===== src/rtl/mantissa_add_norm_if.sv =====
// ---------------------------------------------------------------------------
// mantissa_add_norm_if
// Operand/result bundle for mantissa_add_norm.
//
// Handshake: a transfer happens on a rising clk edge where valid and ready
// are both 1. The producer holds valid and payload stable until that edge.
// The consumer may drive ready independently of valid.
//   in_*  : operand side  (producer = upstream, consumer = adder)
//   out_* : result side   (producer = adder,    consumer = downstream)
//
// Modports
//   slave  : the adder (consumes operands, produces results)
//   master : the environment (drives operands, accepts results)
// ---------------------------------------------------------------------------
interface mantissa_add_norm_if #(
   parameter int MANTISSA_WIDTH = 23,
   parameter int EXP_WIDTH      = 8
);
   localparam int W = MANTISSA_WIDTH + 4;

   logic                 in_valid;
   logic                 in_ready;
   logic [W-1:0]         mantissa_a_in;
   logic [W-1:0]         mantissa_b_in;
   logic                 sign_a;
   logic                 sign_b;
   logic [EXP_WIDTH-1:0] exp_in;

   logic                 out_valid;
   logic                 out_ready;
   logic [W-1:0]         mantissa_out;
   logic [EXP_WIDTH-1:0] exp_out;
   logic                 sign_out;
   logic                 zero_flag;
   logic                 overflow_flag;
   logic                 underflow_flag;

   modport slave (
      input  in_valid, mantissa_a_in, mantissa_b_in, sign_a, sign_b, exp_in,
      input  out_ready,
      output in_ready,
      output out_valid, mantissa_out, exp_out, sign_out,
      output zero_flag, overflow_flag, underflow_flag
   );

   modport master (
      output in_valid, mantissa_a_in, mantissa_b_in, sign_a, sign_b, exp_in,
      output out_ready,
      input  in_ready,
      input  out_valid, mantissa_out, exp_out, sign_out,
      input  zero_flag, overflow_flag, underflow_flag
   );
endinterface


===== src/rtl/mantissa_add_norm.sv =====
// ---------------------------------------------------------------------------
// mantissa_add_norm
// Adds/subtracts two pre-aligned mantissas (hidden bit, fraction, G/R/S)
// sharing one exponent, then normalizes the result so the hidden bit sits
// at bit W-1 (W = MANTISSA_WIDTH + 4).
//
// Ports
//   clk        : clock, rising edge
//   arst_n     : asynchronous active-low reset
//   bus        : mantissa_add_norm_if.slave (operand and result handshakes,
//                result data and status flags)
//   dbg_state  : current FSM state (0 IDLE, 1 ADD, 2 NORM, 3 DONE)
//
// Build option
//   MANTISSA_FAST_NORM_EN : when defined, NORM finishes in one cycle with a
//   leading-zero-count shift clamped to the exponent. When undefined, NORM
//   shifts one bit per cycle. Results are identical; only latency differs.
// ---------------------------------------------------------------------------
module mantissa_add_norm #(
   parameter int MANTISSA_WIDTH = 23,
   parameter int EXP_WIDTH      = 8
) (
   input  logic                clk,
   input  logic                arst_n,
   mantissa_add_norm_if.slave  bus,
   output logic [1:0]          dbg_state
);

   localparam int W = MANTISSA_WIDTH + 4;

   typedef enum logic [1:0] {
      IDLE = 2'd0,
      ADD  = 2'd1,
      NORM = 2'd2,
      DONE = 2'd3
   } state_t;

   state_t               state_q, state_d;

   // Captured operands
   logic [W-1:0]         a_q, a_d;
   logic [W-1:0]         b_q, b_d;
   logic                 sa_q, sa_d;
   logic                 sb_q, sb_d;

   // Working result; these registers drive the outputs directly
   logic [W-1:0]         mant_q, mant_d;
   logic [EXP_WIDTH-1:0] exp_q, exp_d;
   logic                 sign_q, sign_d;
   logic                 zf_q, zf_d;
   logic                 of_q, of_d;
   logic                 uf_q, uf_d;

   // Arithmetic helpers
   logic [W:0]           sum_w;
   logic                 a_ge_b;
   logic [W-1:0]         diff_w;
   logic [EXP_WIDTH-1:0] exp_inc;
   logic [W-1:0]         norm_mant;
   logic [EXP_WIDTH-1:0] norm_exp;
   logic                 norm_uf;

`ifdef MANTISSA_FAST_NORM_EN
   localparam int CW = $clog2(W + 1);
   localparam int SW = (CW > EXP_WIDTH) ? CW : EXP_WIDTH;

   logic [SW-1:0] lz_ext;
   logic [SW-1:0] exp_ext;
   logic [SW-1:0] shamt;

   // Number of zeros above the highest set bit (W when v is zero).
   function automatic logic [CW-1:0] lzc(input logic [W-1:0] v);
      logic [CW-1:0] n;
      n = CW'(W);
      for (int i = 0; i < W; i++) begin
         if (v[i]) n = CW'(W - 1 - i);
      end
      return n;
   endfunction

   always_comb begin
      lz_ext  = SW'(lzc(mant_q));
      exp_ext = SW'(exp_q);
      // Never shift past exponent 0; the remainder shows up as underflow.
      shamt     = (lz_ext < exp_ext) ? lz_ext : exp_ext;
      norm_mant = mant_q << shamt;
      norm_exp  = exp_q - EXP_WIDTH'(shamt);
      // Hidden bit still clear after the clamped shift means we ran out of
      // exponent before normalizing.
      norm_uf   = ~norm_mant[W-1];
   end
`else
   always_comb begin
      norm_mant = mant_q << 1;
      norm_exp  = exp_q - EXP_WIDTH'(1);
      norm_uf   = ~norm_mant[W-1] && (norm_exp == '0);
   end
`endif

   // Datapath arithmetic used in ADD
   always_comb begin
      sum_w   = {1'b0, a_q} + {1'b0, b_q};
      a_ge_b  = (a_q >= b_q);
      diff_w  = a_ge_b ? (a_q - b_q) : (b_q - a_q);
      exp_inc = exp_q + EXP_WIDTH'(1);
   end

   // Next-state and next-datapath logic
   always_comb begin
      state_d = state_q;
      a_d     = a_q;
      b_d     = b_q;
      sa_d    = sa_q;
      sb_d    = sb_q;
      mant_d  = mant_q;
      exp_d   = exp_q;
      sign_d  = sign_q;
      zf_d    = zf_q;
      of_d    = of_q;
      uf_d    = uf_q;

      unique case (state_q)
         IDLE: begin
            if (bus.in_valid) begin
               a_d     = bus.mantissa_a_in;
               b_d     = bus.mantissa_b_in;
               sa_d    = bus.sign_a;
               sb_d    = bus.sign_b;
               exp_d   = bus.exp_in;
               mant_d  = '0;
               sign_d  = 1'b0;
               zf_d    = 1'b0;
               of_d    = 1'b0;
               uf_d    = 1'b0;
               state_d = ADD;
            end
         end

         ADD: begin
            if (sa_q == sb_q) begin
               sign_d = sa_q;
               if (sum_w[W]) begin
                  // Carry out: shift right one, folding the two lowest bits
                  // into the new sticky bit.
                  exp_d   = exp_inc;
                  state_d = DONE;
                  if (&exp_inc) begin
                     of_d   = 1'b1;
                     mant_d = '0;
                  end else begin
                     mant_d = {sum_w[W:2], sum_w[1] | sum_w[0]};
                  end
               end else begin
                  mant_d = sum_w[W-1:0];
                  if (!sum_w[W-1] && (sum_w[W-1:0] != '0) && (exp_q != '0))
                     state_d = NORM;
                  else
                     state_d = DONE;
               end
            end else begin
               if (diff_w == '0) begin
                  zf_d    = 1'b1;
                  mant_d  = '0;
                  exp_d   = '0;
                  sign_d  = 1'b0;
                  state_d = DONE;
               end else begin
                  // The larger magnitude decides the sign.
                  sign_d = a_ge_b ? sa_q : sb_q;
                  mant_d = diff_w;
                  if (!diff_w[W-1] && (exp_q != '0))
                     state_d = NORM;
                  else
                     state_d = DONE;
               end
            end
         end

         NORM: begin
            mant_d = norm_mant;
            exp_d  = norm_exp;
`ifdef MANTISSA_FAST_NORM_EN
            uf_d    = norm_uf;
            state_d = DONE;
`else
            if (norm_mant[W-1] || (norm_exp == '0)) begin
               uf_d    = norm_uf;
               state_d = DONE;
            end
`endif
         end

         DONE: begin
            if (bus.out_ready) state_d = IDLE;
         end

         default: state_d = IDLE;
      endcase
   end

   always_ff @(posedge clk or negedge arst_n) begin
      if (!arst_n) begin
         state_q <= IDLE;
      end else begin
         state_q <= state_d;
      end
   end

   always_ff @(posedge clk or negedge arst_n) begin
      if (!arst_n) begin
         a_q    <= '0;
         b_q    <= '0;
         sa_q   <= 1'b0;
         sb_q   <= 1'b0;
         mant_q <= '0;
         exp_q  <= '0;
         sign_q <= 1'b0;
         zf_q   <= 1'b0;
         of_q   <= 1'b0;
         uf_q   <= 1'b0;
      end else begin
         a_q    <= a_d;
         b_q    <= b_d;
         sa_q   <= sa_d;
         sb_q   <= sb_d;
         mant_q <= mant_d;
         exp_q  <= exp_d;
         sign_q <= sign_d;
         zf_q   <= zf_d;
         of_q   <= of_d;
         uf_q   <= uf_d;
      end
   end

   // Handshake flags decode straight from state so reset acts immediately.
   assign bus.in_ready       = (state_q == IDLE);
   assign bus.out_valid      = (state_q == DONE);
   assign bus.mantissa_out   = mant_q;
   assign bus.exp_out        = exp_q;
   assign bus.sign_out       = sign_q;
   assign bus.zero_flag      = zf_q;
   assign bus.overflow_flag  = of_q;
   assign bus.underflow_flag = uf_q;
   assign dbg_state          = state_q;

endmodule


===== src/flat_wrapper.sv =====
// flat-port wrapper written by rule: the top's interface ports become plain ports
module mantissa_add_norm_flat 
#(
   parameter int MANTISSA_WIDTH = 23,
   parameter int EXP_WIDTH      = 8
)
  (clk, arst_n, dbg_state, bus_in_valid, bus_mantissa_a_in, bus_mantissa_b_in, bus_sign_a, bus_sign_b, bus_exp_in, bus_out_ready, bus_in_ready, bus_out_valid, bus_mantissa_out, bus_exp_out, bus_sign_out, bus_zero_flag, bus_overflow_flag, bus_underflow_flag);
  mantissa_add_norm_if #(.MANTISSA_WIDTH(MANTISSA_WIDTH), .EXP_WIDTH(EXP_WIDTH)) bus_i ();
  input  logic clk;
  input  logic arst_n;
  output logic [1:0] dbg_state;
  input wire logic [$bits(bus_i.in_valid)-1:0] bus_in_valid;
  input wire logic [$bits(bus_i.mantissa_a_in)-1:0] bus_mantissa_a_in;
  input wire logic [$bits(bus_i.mantissa_b_in)-1:0] bus_mantissa_b_in;
  input wire logic [$bits(bus_i.sign_a)-1:0] bus_sign_a;
  input wire logic [$bits(bus_i.sign_b)-1:0] bus_sign_b;
  input wire logic [$bits(bus_i.exp_in)-1:0] bus_exp_in;
  input wire logic [$bits(bus_i.out_ready)-1:0] bus_out_ready;
  output wire logic [$bits(bus_i.in_ready)-1:0] bus_in_ready;
  output wire logic [$bits(bus_i.out_valid)-1:0] bus_out_valid;
  output wire logic [$bits(bus_i.mantissa_out)-1:0] bus_mantissa_out;
  output wire logic [$bits(bus_i.exp_out)-1:0] bus_exp_out;
  output wire logic [$bits(bus_i.sign_out)-1:0] bus_sign_out;
  output wire logic [$bits(bus_i.zero_flag)-1:0] bus_zero_flag;
  output wire logic [$bits(bus_i.overflow_flag)-1:0] bus_overflow_flag;
  output wire logic [$bits(bus_i.underflow_flag)-1:0] bus_underflow_flag;
  assign bus_i.in_valid = bus_in_valid;
  assign bus_i.mantissa_a_in = bus_mantissa_a_in;
  assign bus_i.mantissa_b_in = bus_mantissa_b_in;
  assign bus_i.sign_a = bus_sign_a;
  assign bus_i.sign_b = bus_sign_b;
  assign bus_i.exp_in = bus_exp_in;
  assign bus_i.out_ready = bus_out_ready;
  assign bus_in_ready = bus_i.in_ready;
  assign bus_out_valid = bus_i.out_valid;
  assign bus_mantissa_out = bus_i.mantissa_out;
  assign bus_exp_out = bus_i.exp_out;
  assign bus_sign_out = bus_i.sign_out;
  assign bus_zero_flag = bus_i.zero_flag;
  assign bus_overflow_flag = bus_i.overflow_flag;
  assign bus_underflow_flag = bus_i.underflow_flag;
  mantissa_add_norm #(.MANTISSA_WIDTH(MANTISSA_WIDTH), .EXP_WIDTH(EXP_WIDTH)) u_core (.clk(clk), .arst_n(arst_n), .bus(bus_i), .dbg_state(dbg_state));
endmodule

===== config.mk =====
export PLATFORM = sky130hd
export DESIGN_NAME = mantissa_add_norm_flat
export DESIGN_NICKNAME = d
export VERILOG_FILES = /design/src/rtl/mantissa_add_norm_if.sv /design/src/rtl/mantissa_add_norm.sv /design/src/flat_wrapper.sv
export SDC_FILE = /design/constraint.sdc
export NUM_CORES = 1
export LEC_CHECK = 0
export BUFFER_PORTS_ARGS = -buffer_cell sky130_fd_sc_hd__buf_2
export CAP_MARGIN = 20
export CORE_ASPECT_RATIO = 1.4
export CORE_MARGIN = 2
export CORE_UTILIZATION = 48
export DETAILED_ROUTE_END_ITERATION = 8
export PLACE_DENSITY = 0.67
export SYNTH_ARGS = -nofsm -noshare
export SYNTH_HDL_FRONTEND = slang
export SYNTH_SLANG_ARGS = --single-unit

===== constraint.sdc =====
create_clock -name clk -period 10.6 [get_ports clk]
set_input_delay 0.53 -clock clk [delete_from_list [all_inputs] [get_ports clk]]
set_output_delay 0.53 -clock clk [all_outputs]
set_load 0.02 [all_outputs]

# Yosys cells after proc, flatten, opt, wreduce, memory -nomap -nowiden
# Index checks and enable logic that the tools add are counted.
totals:
  regBits: 97
  inputBits: 68
  output_inout_bits: 43
  word_cells: 92
classes:
  n_addsub: 5
  order_cmp: 1
  eq_ne: 14
  muxes: 35
  bitwise_logic: 2
  n_reduce_logical: 24
ops:
  columns: ["operator", "count"]
  rows:
  - ["27-bit 2-to-1 mux", 6]
  - ["27-bit one-hot mux with 3 select lines", 1]
  - ["27-bit subtractor", 2]
  - ["8-bit 2-to-1 mux", 4]
  - ["27-bit by 27-bit adder with 28-bit output", 1]
  - ["27-bit >= comparator", 1]
  - ["27-bit logical NOT", 1]
  - ["27-bit nonzero test", 1]
  - ["8-bit one-hot mux with 3 select lines", 1]
  - ["1-bit 2-to-1 mux", 12]
  - ["2-bit 2-to-1 mux", 6]
  - ["2-bit by 1-bit != test with 1-bit output (second input constant)", 5]
  - ["8-bit by 1-bit adder with 8-bit output (second input constant)", 1]
  - ["8-bit logical NOT", 1]
  - ["1-bit one-hot mux with 2 select lines", 4]
  - ["2-bit one-hot mux with 4 select lines", 1]
  - ["4-bit AND reduction", 2]
  - ["8-bit AND reduction", 1]
  - ["8-bit nonzero test", 1]
  - ["8-bit by 1-bit subtractor with 8-bit output (second input constant)", 1]
  - ["2-bit != test (second input constant)", 3]
  - ["2-bit AND reduction", 3]
  - ["3-bit AND reduction", 2]
  - ["5-bit AND reduction", 1]
  - ["13 further kinds", 19]

# Logic depth before layout (Yosys ltp)
# Gate-level depths: netlist (run 1).
depth:
  ltp_word: 8
  mapped_depth: 16
  depth_no_buf: 15

# Worst setup path before layout (run 1)
# Ideal clock, no wire load.
synth_path:
  kind: "register to register"
  from: "register u_core.b_q[0]"
  to: "register u_core.exp_q[2], in the netlist u_core.bus.exp_out[2]"
  setup_ns: 0.125
  arrival_ns: 3.559
  t_required_ns: 10.475
  setup_slack_ns: 6.916
  path_stages_with_launch: 16
  path_buffers: 0
  synth_period_minus_slack_ns: 3.684
  cell_sequence: "dfrtp_1 > inv_1 > ha_1 > inv_1 > fa_1 > nand3_1 > nand2_1 > a221oi_1 > o21ai_0 > xnor2_1 > nor4_1 > nand3_1 > a2111oi_2 > and4_4 > o21ai_4 > mux2_4"
synth_between:
  elab_chain_len: 5
  word_cells_on_any_way: 9
  cone_classes: "3 x add/sub; 1 x order compare; 2 x eq/ne; 1 x mux; 2 x reduce/logical"
synth_lines:
  columns: ["element", "line_no", "text"]
  rows:
  - ["start, declared", "mantissa_add_norm.sv:42", "logic [W-1:0] b_q, b_d;"]
  - ["start signal, assigned", "mantissa_add_norm.sv:212", "b_q <= '0;"]
  - ["start signal, assigned", "mantissa_add_norm.sv:223", "b_q <= b_d;"]
  - ["27-bit subtractor or 27-bit >= comparator (tied branches)", "mantissa_add_norm.sv:104, mantissa_add_norm.sv:103", null]
  - ["27-bit 2-to-1 mux", "mantissa_add_norm.sv:104", "diff_w = a_ge_b ? (a_q - b_q) : (b_q - a_q);"]
  - ["27-bit logical NOT", "mantissa_add_norm.sv:161", "if (diff_w == '0) begin"]
  - ["3-bit by 1-bit != test with 1-bit output (no line)", null, null]
  - ["4-bit AND reduction (no line) *", null, null]
  - ["end signal, assigned", "mantissa_add_norm.sv:227", "exp_q <= exp_d;"]
  - ["end, declared", "mantissa_add_norm.sv:48", "logic [EXP_WIDTH-1:0] exp_q, exp_d;"]
# Mark *: on every way between the ends. The rest lies on a longest branch, timed or not.
# A chain may end at the register's enable or synchronous reset.

# Worst setup path after layout (run 1)
layout_path:
  from: "register u_core.b_q[11]"
  to: "register u_core.mant_q[2], in the netlist u_core.bus.mantissa_out[2]"
layout_between:
  elab_chain_len: 6
  word_cells_on_any_way: 10
  cone_classes: "3 x add/sub; 1 x order compare; 5 x mux; 1 x reduce/logical"
layout_lines:
  columns: ["element", "line_no", "text"]
  rows:
  - ["27-bit subtractor or 27-bit >= comparator (tied branches)", "mantissa_add_norm.sv:104, mantissa_add_norm.sv:103", null]
  - ["27-bit 2-to-1 mux", "mantissa_add_norm.sv:104", null]
  - ["27-bit logical NOT", "mantissa_add_norm.sv:161", null]
  - ["27-bit 2-to-1 mux", "mantissa_add_norm.sv:161", null]
  - ["27-bit 2-to-1 mux *", "mantissa_add_norm.sv:140", "if (sa_q == sb_q) begin"]
  - ["27-bit one-hot mux with 3 select lines *", "mantissa_add_norm.sv:122", "unique case (state_q)"]
  - ["end signal, assigned", "mantissa_add_norm.sv:226", "mant_q <= mant_d;"]
  - ["end, declared", "mantissa_add_norm.sv:47", "logic [W-1:0] mant_q, mant_d;"]
# Marks and branches as above.

==> results of run 1 <==
## cell type report
type / instances / share of cell area
Tap cell: 256 / 0.02949
Clock inverter: 6 / 0.008410
Timing Repair Buffer: 119 / 0.05714
Inverter: 89 / 0.03076
Multi-Input combinational cell: 946 / 0.6296
Sequential cell: 97 / 0.2235
Clock buffer: 10 / 0.02108
## worst max path at each step
stage                                  end  slack, ns
6_report        u_core.bus.mantissa_out[2]       5.39
5_1_grt         u_core.bus.mantissa_out[2]       5.17
4_1_cts        u_core.bus.mantissa_out[11]       5.52
3_5_place_dp   u_core.bus.mantissa_out[11]       5.53
3_3_place_gp   u_core.bus.mantissa_out[11]       5.75
2_1_floorplan        u_core.bus.exp_out[2]       6.92
## cells in the final DEF (no fill, tap or decap), drive strengths merged, types with 6 or more instances in the layout
master	n
and4	8
nand4	22
a221oi	28
nand3	40
clkbuf	10
o21ai	73
dfrtp	97
nand2	96
xor2	14
nor2	78
mux2	69
a21o	14
a211oi	6
nand2b	13
nor2b	7
buf	119
inv	90
o31ai	11
mux2i	15
nor4	12
o21bai	10
a31oi	8
ha	90
o211ai	8
a21oi	129
nor3	20
o221ai	6
xnor2	69
and2	10
o22ai	7
## cell families after synthesis
kind of cell | Yosys count | synth area share
and+or+nand+nor | 333 | 0.1669
buffers and inverters | 159 | 0.06469
xor gates and xnor gates | 83 | 0.07341
DFF | 97 | 0.2451
AOI/OAI and AO/OA | 353 | 0.2342
adders and majority gates | 93 | 0.1198
muxes | 84 | 0.09589
## flip-flops by register name (all words and copies together) (netlist names)
| name | count |
|---|---|
| u_core.bus.exp_out | 8 |
| u_core.dbg_state | 2 |
| u_core.b_q | 27 |
| u_core.bus.overflow_flag | 1 |
| u_core.bus.underflow_flag | 1 |
| u_core.bus.mantissa_out | 27 |
| u_core.bus.zero_flag | 1 |
| u_core.bus.sign_out | 1 |
| u_core.sa_q | 1 |
| u_core.a_q | 27 |
| u_core.sb_q | 1 |
## worst max-delay path, stage by stage, from the launching register on
cell and delay, ns:
dfrtp_1 0.39, inv_1 0.06, ha_1 0.65, and4_1 0.35, nor3b_2 0.37, and3b_1 0.22
a2111o_1 0.36, or2_1 0.75, o22ai_1 0.22, xnor2_1 0.21, a2111oi_2 0.37, nand4_1 0.72
nand3_1 0.29, a21oi_1 0.10
## per-stage QoR
step | util | worst slack (ns) | area [µm²] | hold WS [ns]
3_3_place_gp | 0.5166 | 5.750 | 10540 | 0.4729
5_1_grt | 0.5323 | 5.169 | 10860 | 0.2027
4_1_cts | 0.5323 | 5.521 | 10860 | 0.1743
3_5_place_dp | 0.5166 | 5.531 | 10540 | 0.4689
2_1_floorplan | - | 6.916 | 9903 | 0.2344
6_report | 0.5323 | 5.388 | 10860 | 0.1634
## layer usage
| layer | vias to the layer above | part of all wire | wire length, µm | global-route usage |
|---|---|---|---|---|
| li1 | 4445 | - | - | - |
| met1 | 4476 | 0.43 | 13130 | 0.3483 |
| met2 | 333 | 0.49 | 14660 | 0.4642 |
| met3 | 58 | 0.049 | 1489 | 0.04032 |
| met4 | 0 | 0.032 | 953 | 0.09907 |
| met5 | - | 0 | 0 | 0 |
==> results_dict.tcl, run 1 <==
set metrics [dict create \
    stdcell_count 1523 \
    startpoint_type "flop" \
    drtIter0Drc 686 \
    io_buffers 110 \
    timing.final.crit_share 0.4917 \
    pin_count 111 \
    grt_pass1_wl_um 47930 \
    antenna_found_initial 0 \
    gr-total-overflow 0 \
    yosys_most_used_dff "dfrtp_1" \
    clkTransAtPathRegs_ns 0.07 \
    finalSetupTns_ns 0 \
    finalMaxSlewViolations 0 \
    floorplan.initialDensity 0.4854 \
    cts-root-buf "clkbuf_16" \
    endpoint_kind "flop" \
    n_antenna_cell 0 \
    vias_per_cell 6.114 \
    cts-resized-gates 0 \
    period_needed_ns 5.212 \
    first_pass_iters 6 \
    seqCellArea_mm2 0.002427 \
    r2r_slack_ns 5.39 \
    crit_required_ns 10.85 \
    ys_warn_count 0 \
    grt_pass1_vias 8920 \
    insertion_delay_ns 0.37 \
    worstSetupPathType "flop to flop" \
    async_flop_share 1.000 \
    post-synth-top-area-cell "dfrtp_1" \
    maxCapViolations 0 \
    final-setup-viol-count 0 \
    htreeDepth 3 \
    synth_fp_nets 1363 \
    skew_ns 0.008549 \
    synth.most_common_cell "a21oi_1" \
    clkSinkCount 97 \
    hold_violations 0 \
    dp.cells 1507 \
    grt_start_max_net_pins 59 \
    cts_buffers 9 \
    r2r_cells 13 \
    post_cts_buffers 0 \
    worstHoldPathType "primary input to asynchronous set/reset pin" \
    synth_cell_types 87 \
    vias 9312 \
    die_w_um 125.4 \
    avgRoutedWirePerCell_um 19.85 \
    status "finished clean" \
    n_fill_cell 2003 \
    avgSynthCellArea_um2 8.239 \
    drt_wl_total_um 30230 \
    gp_congestion 0.9603 \
    synth_edf_count 0 \
    rr_endpoint "u_core.bus.mantissa_out[2]" \
    rsz0062_at_grt "no" \
    clock_path_buffers 2 \
    crit_start "u_core.b_q[11]" \
    critPathMaxFanout 19 \
    cp.arrival_ns 5.46 \
    timing.fmax_mhz 191.9 \
    synth_top_area_frac 0.2451 \
    r2r-start "u_core.b_q[11]" \
    drc_errors 0 \
    multi_input_area_mm2 0.006838 \
    core_mm2 0.02040 \
    cts_hold_buf 0 \
    syn_inst 1202 \
    worst_slew_pin_slew_ns 1.067 \
    synth_area_mm2 0.009903 \
    syn2layout_area_growth_pct 9.665 \
    dieArea_mm2 0.02181 \
    ys_seq_area_frac 0.2451 \
    ys_ff_latch 97 \
    rows 62 \
    yosys-top-cells-count "127 x a21oi_1, 97 x dfrtp_1, 96 x nand2_1" \
    dieHeight_um 174.0 \
    cts_tree "done" \
    grt_usage 0.2717 \
    postRouteAntennaNets 0 \
    drive_gt1_frac 0.1784 \
    fin_nets 1423 \
    synth_top_cells_by_area "dfrtp_1 25%, ha_1 11%, mux2_2 7.2%" \
    dpl.hpwl_um 23430 \
    relSlewSlack 0.2859 \
]
Power of run 1 is not shown: default switching activity piles up to over one toggle a cycle in this logic, so the estimate is an artifact.
==> run 2: changes to the inputs <==
--- a/config.mk
+++ b/config.mk
@@ -11,7 +11,7 @@
 export CORE_MARGIN = 2
 export CORE_UTILIZATION = 48
 export DETAILED_ROUTE_END_ITERATION = 8
-export PLACE_DENSITY = 0.67
+export PLACE_DENSITY = 0.7
 export SYNTH_ARGS = -nofsm -noshare
 export SYNTH_HDL_FRONTEND = slang
 export SYNTH_SLANG_ARGS = --single-unit
==> constraint.sdc (replaced) <==
create_clock -name clk -period 4.7 [get_ports clk]
set_input_delay 0.235 -clock clk [delete_from_list [all_inputs] [get_ports clk]]
set_output_delay 0.235 -clock clk [all_outputs]
set_load 0.02 [all_outputs]
==> run 2 against run 1 <==
Net effect:
- routed wire length down 1.8%
- sequential share of layout area fell by 0.43 points
- count of clock-buffer cells in the layout grew 1
- via count grew 1.3%
- flip-flop and latch count is the same
- final cell count increased by 1.8%
- first-iteration DRC count decreased by 12%
- worst hold slack worse by 0.070 ns
- maximum frequency is 18% higher
- core utilization grew 1.0 points
- critical endpoint is now u_core.bus.exp_out[5]
- global-route usage down 0.19 points
- cell area is 2.0% higher
- critical path type unchanged
==> results_dict.tcl, run 2 (synthesized netlist as in run 1, its figures left out) <==
set metrics [dict create \
    status "finished clean" \
    skew_ns 0.009977 \
    period_needed_ns 4.400 \
    stdcell_count 1550 \
    grt_start_max_net_pins 59 \
    drtIter0Drc 604 \
    rows 62 \
    postRouteAntennaNets 0 \
    startpoint_type "flop" \
    insertion_delay_ns 0.37 \
    rsz0062_at_grt "no" \
    post_cts_buffers 0 \
    cpPeakStageDelay_ns 0.61 \
    crit_chain "inv_1 -> ha_1 -> a21oi_1 -> o21a_2 -> o221ai_2 -> a2111o_1 -> or2_1 -> nor4_1 -> nand3_1 -> a2111oi_2 -> and4_4 -> o21ai_4 -> mux2_4" \
    fin_nets 1450 \
    worstSetupPathType "flop to flop" \
    grt_pass1_wl_um 47910 \
    core_mm2 0.02040 \
    critPathSlowestCell "a2111o_1" \
    clkSinkCount 97 \
    avgRoutedWirePerCell_um 19.16 \
    timing.fmax_mhz 227.3 \
    clkTransAtPathRegs_ns 0.07 \
    gr-total-overflow 0 \
    dieHeight_um 174.0 \
    final_cell_mix "127 x a21oi_1, 109 x buf_2, 97 x dfrtp_1, 95 x nand2_1" \
    cts_buffers 9 \
    relSlewSlack 0.3300 \
    final-setup-viol-count 0 \
    finalSetupTns_ns 0 \
    vias 9435 \
    maxCapViolations 0 \
    drt_wl_total_um 29700 \
    timing.final.crit_share 0.9361 \
    design_area_mm2 0.01107 \
    grt_usage 0.2698 \
    crit_required_ns 4.96 \
    placed_cell_area_mm2 0.01075 \
    gp_congestion 1.001 \
    cts_tree "done" \
    antenna_found_initial 0 \
    cp.arrival_ns 4.66 \
    drc_errors 0 \
    finalMaxSlewViolations 0 \
    worst_slew_pin_slew_ns 1.005 \
    grt_pass1_vias 9256 \
    critPathMaxFanout 14 \
    die_w_um 125.4 \
    io_buffers 110 \
    pin_count 111 \
    endpoint_kind "flop" \
    floorplan.initialDensity 0.4854 \
    hold_violations 0 \
    n_fill_cell 1921 \
    syn2layout_area_growth_pct 11.81 \
    n_antenna_cell 0 \
    vias_per_cell 6.087 \
    cts-root-buf "clkbuf_16" \
    drive_gt1_frac 0.1947 \
    dpl.hpwl_um 23310 \
    worstHoldPathType "primary input to flop" \
    htreeDepth 3 \
    first_pass_iters 8 \
    dieArea_mm2 0.02181 \
    dp.cells 1533 \
    clock_path_buffers 2 \
    final_common_cell "a21oi_1" \
]
run 2: area by class of cell:
class | count | area (µm²) | area share
Multi-Input combinational cell | 946 | 6840 | 0.6177
Sequential cell | 97 | 2427 | 0.2192
Timing Repair Buffer | 146 | 838.3 | 0.07571
Inverter | 89 | 334.1 | 0.03017
Tap cell | 256 | 320.3 | 0.02893
Clock buffer | 11 | 232.7 | 0.02102
Clock inverter | 5 | 80.08 | 0.007232
run 2: worst paths after layout:
check	start	end	slack (ns)	cells after the start
max in group asynchronous	arst_n	u_core.b_q[20]	3.15	3
max	u_core.b_q[14]	u_core.bus.exp_out[5]	0.30	13
min reg2reg	u_core.bus.mantissa_out[26]	u_core.bus.mantissa_out[26]	0.51	2
min	bus_mantissa_b_in[26]	u_core.b_q[26]	0.09	2
max reg2reg	u_core.b_q[14]	u_core.bus.exp_out[5]	0.30	13
min in group asynchronous	arst_n	u_core.b_q[0]	0.39	2
run 2: critical path, delay by kind of cell, from the launching register on:
family	cells	cell delay, ns
AND/OR/NAND/NOR	4	1.29
flip-flops	1	0.39
buffers and inverters	1	0.06
AO/OA/AOI/OAI	6	1.75
adder cells (fa/ha/maj)	1	0.47
multiplexers	1	0.32
run 2: repair_timing:
action	in CTS	in global routing
setup endpoints to repair	0	4
hold buffers	1	0
endpoints found under the hold margin	40	0
gates resized for setup	0	1
run 2: per-layer routing:
layer | wire, µm | share of wire | vias up | track usage
li1 | - | - | 4501 | -
met1 | 12420 | 0.42 | 4464 | 0.3378
met2 | 14300 | 0.48 | 391 | 0.4597
met3 | 1672 | 0.056 | 79 | 0.03632
met4 | 1306 | 0.044 | 0 | 0.1259
met5 | 0 | 0 | - | 0
run 2: through the flow:
stage,hold slack (ns),util,setup slack (ns)
after global placement,0.2519,0.5268,0.4012
after CTS,0.08429,0.5426,0.3161
final,0.09351,0.5427,0.3004
after detailed placement,0.2557,0.5268,0.3257
after global routing,0.08520,0.5427,0.01802
after floorplan,-0.06059,-,1.016
Power of run 2 is left out for the same reason.
==> run 3: changes to the inputs <==
--- a/config.mk
+++ b/config.mk
@@ -9,9 +9,10 @@
 export CAP_MARGIN = 20
 export CORE_ASPECT_RATIO = 1.4
 export CORE_MARGIN = 2
-export CORE_UTILIZATION = 48
+export CORE_UTILIZATION = 55
 export DETAILED_ROUTE_END_ITERATION = 8
-export PLACE_DENSITY = 0.7
+export PLACE_DENSITY = 0.79
+export SETUP_SLACK_MARGIN = 0.4
 export SYNTH_ARGS = -nofsm -noshare
 export SYNTH_HDL_FRONTEND = slang
 export SYNTH_SLANG_ARGS = --single-unit
==> run 3 against run 2 <==
Net effect:
- first-iteration DRC count rose by 72%
- cell area rose by 1.4%
- via count rose by 1.7%
- critical endpoint is now u_core.bus.exp_out[7]
- final cell count fell by 0.58%
==> results_dict.tcl, run 3 (synthesized netlist as in run 1, its figures left out) <==
set metrics [dict create \
    grt_start_max_net_pins 59 \
    maxCapViolations 0 \
    min_from "bus_mantissa_b_in[9]" \
    final-setup-viol-count 0 \
    crit_start "u_core.b_q[15]" \
    critPathMaxFanout 8 \
    first_pass_iters 6 \
    r2r-start "u_core.b_q[15]" \
    final_cell_mix "124 x a21oi_1, 109 x buf_2, 97 x dfrtp_1, 95 x nand2_1, 89 x inv_1" \
    cp.arrival_ns 4.41 \
    die_w_um 117.4 \
    clkTransAtPathRegs_ns 0.07 \
    grt_pass1_wl_um 47210 \
    dieHeight_um 162.8 \
    hold_violations 0 \
    insertion_delay_ns 0.36 \
    drt_wl_total_um 29360 \
    gp_congestion 0.9974 \
    avgRoutedWirePerCell_um 19.05 \
    period_needed_ns 4.159 \
    timing.final.crit_share 0.8849 \
    drive_gt1_frac 0.2137 \
    worst_slew_pin_slew_ns 0.9936 \
    skew_ns 0.008863 \
    io_buffers 110 \
    startpoint_type "flop" \
    cts_tree "done" \
    endpoint_kind "flop" \
    syn2layout_area_growth_pct 13.38 \
    rows 58 \
    htreeDepth 3 \
    pin_count 111 \
    fin_nets 1457 \
    drtIter0Drc 1037 \
    postRouteAntennaNets 0 \
    finalMaxSlewViolations 0 \
    vias_per_cell 6.224 \
    n_antenna_cell 0 \
    dieArea_mm2 0.01911 \
    cts-root-buf "clkbuf_16" \
    grt_pass1_vias 9070 \
    rsz0062_at_grt "no" \
    gr-total-overflow 0 \
    status "finished clean" \
    final_common_cell "a21oi_1" \
    floorplan.initialDensity 0.5570 \
    dpl.hpwl_um 23000 \
    whs_ns 0.09264 \
    n_fill_cell 1559 \
    finalSetupTns_ns 0 \
    vias 9591 \
    timing.fmax_mhz 240.4 \
    clock_path_buffers 2 \
    cts_buffers 9 \
    seqCellArea_mm2 0.002427 \
    drc_errors 0 \
    grt_usage 0.3035 \
    antenna_found_initial 0 \
    multi_input_area_mm2 0.006957 \
    worstSetupPathType "flop to flop" \
    relSlewSlack 0.3376 \
    core_mm2 0.01778 \
    crit_required_ns 4.95 \
    worstHoldPathType "primary input to flop" \
    clkSinkCount 97 \
]
==> run 3: metrics by stage <==
step / cell area, µm² / std cells / util / setup WS, ns
global route: 11230 / 1541 / 0.6315 / 0.3921
CTS: 11060 / 1533 / 0.6223 / 0.4115
detailed placement: 10720 / 1516 / 0.6030 / 0.2945
global placement: 10720 / 1516 / 0.6030 / 0.4240
finish: 11230 / 1541 / 0.6315 / 0.5410
floorplan: 9903 / 1202 / - / 1.016
==> run 3: layout make-up <==
class,count,share of cell area
multi-input cells,947,0.6196
flip-flops and latches,97,0.2162
repair buffers,152,0.07867
inverters,89,0.02975
well taps,240,0.02674
clock buffers,9,0.02006
clock inverters,7,0.009026
==> run 3: metal layers <==
metal / wire, µm / GRT usage / up-vias
met5: 0 / 0 / -
met4: 1115 / 0.1287 / 0
li1: - / - / 4508
met3: 1907 / 0.04237 / 84
met2: 14070 / 0.5170 / 469
met1: 12270 / 0.3868 / 4530
==> run 3: critical path, stage by stage, from the launching register on <==
cell       delay (ns)
dfrtp_1          0.40
inv_1            0.06
ha_1             0.52
buf_4            0.23
nand2_1          0.10
or4_1            0.61
or2_1            0.28
o22ai_1          0.22
a21oi_1          0.13
mux2i_1          0.17
xnor2_1          0.17
a2111oi_4        0.38
and4_4           0.31
o21ai_4          0.14
mux2_4           0.33
==> run 3: worst paths after layout <==
path | endpoint | slack, ns | cells after the start
setup / recovery | u_core.bus.exp_out[7] | 0.54 | 14
hold / removal | u_core.b_q[9] | 0.09 | 2
setup reg to reg | u_core.bus.exp_out[7] | 0.54 | 14
hold reg to reg | u_core.bus.sign_out | 0.52 | 2
max in group asynchronous | u_core.bus.exp_out[6] | 3.15 | 3
min in group asynchronous | u_core.b_q[0] | 0.41 | 2
==> run 3: what timing repair did <==
item,CTS,global route
setup endpoints to repair,6,28
buffers inserted,0,7
pin swaps,0,6
endpoints found under the hold margin,42,0
resized for setup,4,21
hold buffers,1,0
cloned,0,1
Power of run 3 is left out for the same reason.
